==> src/rtl/fetch_stage.sv <==
// fetch_stage: owns the PC, tracks the one-cycle imem read, and feeds the F/D latch
// through a one-entry skid buffer so stalls and redirects never drop or repeat work.
module fetch_stage #(
  parameter logic [31:0] RESET_PC = 32'h0,
  parameter int ADDR_WIDTH = 12
) (
  input  logic                  clock,
  input  logic                  reset,
  input  logic                  stall,
  input  logic                  redirect,
  input  logic [31:0]           redirect_pc,
  output logic [ADDR_WIDTH-1:0] address_imem,
  input  logic [31:0]           q_imem,
  output logic [31:0]           fd_instr,
  output logic [31:0]           fd_pc,
  output logic [31:0]           fd_pc_plus1,
  output logic                  fd_valid
);
  logic [31:0] pc, req_pc, skid_instr, skid_pc, src_pc;
  logic        req_valid, skid_valid;
  assign address_imem = pc[ADDR_WIDTH-1:0];
  assign src_pc = skid_valid ? skid_pc : req_pc;
  always_ff @(posedge clock) begin
    if (reset) begin
      pc          <= RESET_PC;
      req_valid   <= 1'b0;
      req_pc      <= 32'h0;
      skid_valid  <= 1'b0;
      skid_instr  <= 32'h0;
      skid_pc     <= 32'h0;
      fd_valid    <= 1'b0;
      fd_instr    <= 32'h0;
      fd_pc       <= 32'h0;
      fd_pc_plus1 <= 32'h1;
    end else if (redirect) begin
      pc         <= redirect_pc;
      req_valid  <= 1'b0;
      skid_valid <= 1'b0;
      fd_valid   <= 1'b0;
      fd_instr   <= 32'h0;
    end else if (stall) begin
      req_valid <= 1'b0;
      // the returning read must be caught now or it is lost
      if (req_valid && !skid_valid) begin
        skid_valid <= 1'b1;
        skid_instr <= q_imem;
        skid_pc    <= req_pc;
      end
    end else begin
      req_pc     <= pc;
      req_valid  <= 1'b1;
      pc         <= pc + 32'd1;
      skid_valid <= 1'b0;
      fd_valid   <= skid_valid | req_valid;
      fd_instr   <= skid_valid ? skid_instr : req_valid ? q_imem : 32'h0;
      if (skid_valid || req_valid) begin
        fd_pc       <= src_pc;
        fd_pc_plus1 <= src_pc + 32'd1;
      end
    end
  end
endmodule

==> config.mk <==
export PLATFORM = sky130hd
export DESIGN_NAME = fetch_stage
export DESIGN_NICKNAME = d
export VERILOG_FILES = /design/src/rtl/fetch_stage.sv
export SDC_FILE = /design/constraint.sdc
export NUM_CORES = 1
export LEC_CHECK = 0
export ABC_CLOCK_PERIOD_IN_PS = 7200
export BUFFER_PORTS_ARGS = -buffer_cell sky130_fd_sc_hd__clkbuf_2
export CORE_MARGIN = 10
export CORE_UTILIZATION = 36
export DETAILED_ROUTE_END_ITERATION = 10
export SETUP_SLACK_MARGIN = 0.15
export SYNTH_ARGS = -nofsm -noshare
export SYNTH_HDL_FRONTEND = slang
export SYNTH_SLANG_ARGS = --single-unit
==> constraint.sdc <==
create_clock -name clock -period 7.2 [get_ports clock]
set_input_delay 1.44 -clock clock [delete_from_list [all_inputs] [get_ports clock]]
set_output_delay 1.44 -clock clock [all_outputs]
set_load 0.01 [all_outputs]
==> impl_metrics.py <==
metrics = {
    "final_layout": {
        "nFillCells": 2961,
        "drive_gt1_share_pct": 17.1,
        "final_cell_count_no_fill": 1860,
        "multi_input_area_um2": 5250,
        "synthToLayoutAreaGrowth_pct": 17.5,
        "n_antenna_cell": 0,
        "layout.nets": 1534,
        "final-seq-area_um2": 4550,
    },
    "place": {
        "post-dp-hpwl_mm": 20.9,
        "gp_congestion": 0.824,
        "port_buffers": 176,
        "placedCellCount": 1814,
    },
    "clock_network": {
        "clock_path_buffers": 3,
        "postCtsHoldBufs": 0,
        "cts_root_buffer": "clkbuf_16",
        "htree_levels": 1,
        "numCtsBuffers": 26,
        "post_cts_resized": 0,
        "cts_tree": "done",
        "clock_latency_ps": 530,
        "clkSinkCount": 227,
        "clk_pin_slew_ps": 60,
        "post_cts_buffers": 0,
    },
    "logic_synthesis": {
        "synth_ff_type": "dfxtp_1",
        "synth.area.top_cells": "dfxtp_1 44%, nand2_1 11%, a21oi_1 10%",
        "synth_edf_count": 0,
        "synth_cells": 1357,
        "synth_top_area_share_pct": 44.1,
        "seq_area_frac_synth_pct": 44.1,
        "syn_area_per_cell_um2": 7.59,
        "post_synth_instance_area_um2": 10300,
        "synth-seq-cells": 227,
        "ys_async_sr_fraction_pct": 0,
        "yosys.area.top_type": "dfxtp_1",
        "ys_warn_count": 0,
        "syn-num-nets": 1427,
        "ys_types": 64,
    },
    "global_routing": {
        "gr-usage-met1_pct": 22.8,
        "globalRouteMet3Util_pct": 4.02,
        "grt_busiest_layer": "met2",
        "grtUsageTotal_pct": 16.0,
        "gr-total-overflow": 0,
        "grt_first_pass_wirelength_mm": 48.1,
        "grt_pass1_vias": 8712,
        "use_met2_pct": 23.7,
        "grt_max_degree": 102,
        "antenna_found_initial": 0,
    },
    "sta": {
        "max-slew-margin-rel_pct": 28.7,
        "skew_ps": 19.5,
        "fmax_mhz": 255,
        "grt_setup_unrepaired": "no",
        "tightest_slew_ps": 1060,
        "finalSetupViolCount": 0,
        "tns_ps": 0,
        "slew_violations": 0,
        "min_period_ps": 3920,
        "fin_crit_sh_pct": 54.4,
        "hold_viol": 0,
    },
    "setup_path": {
        "reg2reg_slack_ps": 3410,
        "path_max_fanout": 80,
        "crit_required_ps": 7680,
        "cp-start-kind": "primary input",
        "cp_data_arrival_time_ps": 4390,
        "end_kind": "flop",
        "crit_type": "primary input to flop",
    },
    "route": {
        "wl_mm": 30.1,
        "firstDrtPassIters": 5,
        "drc": 0,
        "wl_per_cell_um": 16.2,
        "drtIter0Drc": 625,
        "ant_nets": 0,
        "via_per_inst": 5.12,
        "vias": 9526,
    },
    "power": {
        "powerDensity_nw_per_um2": 228,
        "vdd_drop_max_mv": 0.152,
        "power_frac_comb_pct": 5.8,
        "power.internal_mw": 2.10,
        "cellLeakagePower_nw": 4.34,
        "power_switching_uw": 657,
        "p_sw_share_pct": 23.8,
        "clkPwrFrac_pct": 46.6,
        "seqPwrFrac_pct": 47.6,
    },
    "floorplan": {
        "pin_count": 177,
        "die_area_um2": 35800,
        "dieWidth_um": 189,
        "core_um2": 28000,
        "start_util_pct": 36.8,
        "dieHeight_um": 189,
        "rows": 61,
    },
    "flow_run": {
        "drv_cap": 0,
    },
    "status": {
        "status": "completed",
    },
    "worst_hold_path": {
        "min_path_type": "flop to flop",
    },
}
state kept, by name, summed over array words and instances (netlist names):
signal / count
fd_pc: 32
fd_pc_plus1: 32
pc: 32
skid_instr: 32
skid_pc: 32
fd_valid: 1
fd_instr: 32
req_pc: 32
req_valid: 1
skid_valid: 1
cell families (layout without fill, tap and decap cells):
group	Yosys count	count (layout)	share of synthesized area [%]
AND/OR/NAND/NOR	633	633	26.8
adder cells (fa/ha/maj)	2	2	0.243
buffers and inverters	113	238	5.23
flip-flops	227	227	44.1
AO/OA/AOI/OAI	310	310	17.0
XOR/XNOR	34	34	2.89
multiplexers	38	38	3.75
final timing paths:
kind / end / cells after the start / start
worst min-delay path: fd_pc_plus1[0] / 2 / fd_pc_plus1[0]
worst max-delay path: fd_pc_plus1[21] / 8 / stall
worst min register to register: fd_pc_plus1[0] / 2 / fd_pc_plus1[0]
worst max register to register: fd_pc_plus1[22] / 8 / skid_valid
power by group through the flow:
stage                     registers (mW)  logic (mW)  clock network (mW)
after CTS                           1.31       0.162                1.31
after global routing                1.32       0.179                1.37
after floorplan                     1.33       0.110                   0
after global placement              1.34       0.160                   0
final                               1.31       0.160                1.28
after detailed placement            1.34       0.161                   0
per-layer routing:
metal	part of all wire (%)	wire, µm
met3	6.8	2040
met5	0	0
met2	43	12900
met4	1.5	437
met1	49	14800
cells in the final DEF, fill, tap and decap left out, types with 23 or more instances in the layout:
master and instances:
clkbuf_2 175, nor2_1 168, nand3_1 34, nand2_1 315, a21oi_1 209, o21ai_0 23
mux2i_1 33, clkbuf_16 27, nand4_1 24, a211oi_1 28, dfxtp_1 226
worst max-delay path, stage by stage:
cell      delay (ps)
clkbuf_2          90
buf_4            330
or2_2            670
nor2_4           710
buf_4            560
nand2_1          130
nor4_1           290
a311o_1          150
metrics by stage:
step                hold slack (ps)  area [µm²]  util (%)  setup slack [ps]  total power, mW
finish                          448       12100      43.2              3280             2.76
detailed placement              443       11300      40.2              2710             1.50
floorplan                       436       10300         -              4060             1.44
global route                    469       12100      43.2              3080             2.86
global placement                433       11300      40.2              2760             1.50
CTS                             452       12100      43.2              3270             2.78
layout make-up:
class / count / share of cell area, %
clock inverter: 8 / 0.393
inverter: 5 / 0.155
sequential: 227 / 37.6
tap: 378 / 3.91
multi-input combinational: 1017 / 43.4
timing repair buffer: 187 / 8.01
clock buffer: 38 / 6.59
cell usage after synthesis, drive strengths merged (3+ instances only):
library cell and number:
nor2 170, and4 3, nand2 316, o21ai 24, a21oi 209, nor4 13, a31oi 7, o21a 5
xnor2 19, or3 7, nand2b 7, nand4 24, and2 6, nor3 18, o211ai 7, nand3 35
buf 39, a22oi 6, xor2 15, and3 9, o22ai 8, mux2 5, mux2i 33, inv 3
nand3b 11, a211oi 29, or4 4, dfxtp 227, clkbuf 69, or2 3, nand4b 3
Note: power is estimated with default switching activity, not from simulation.
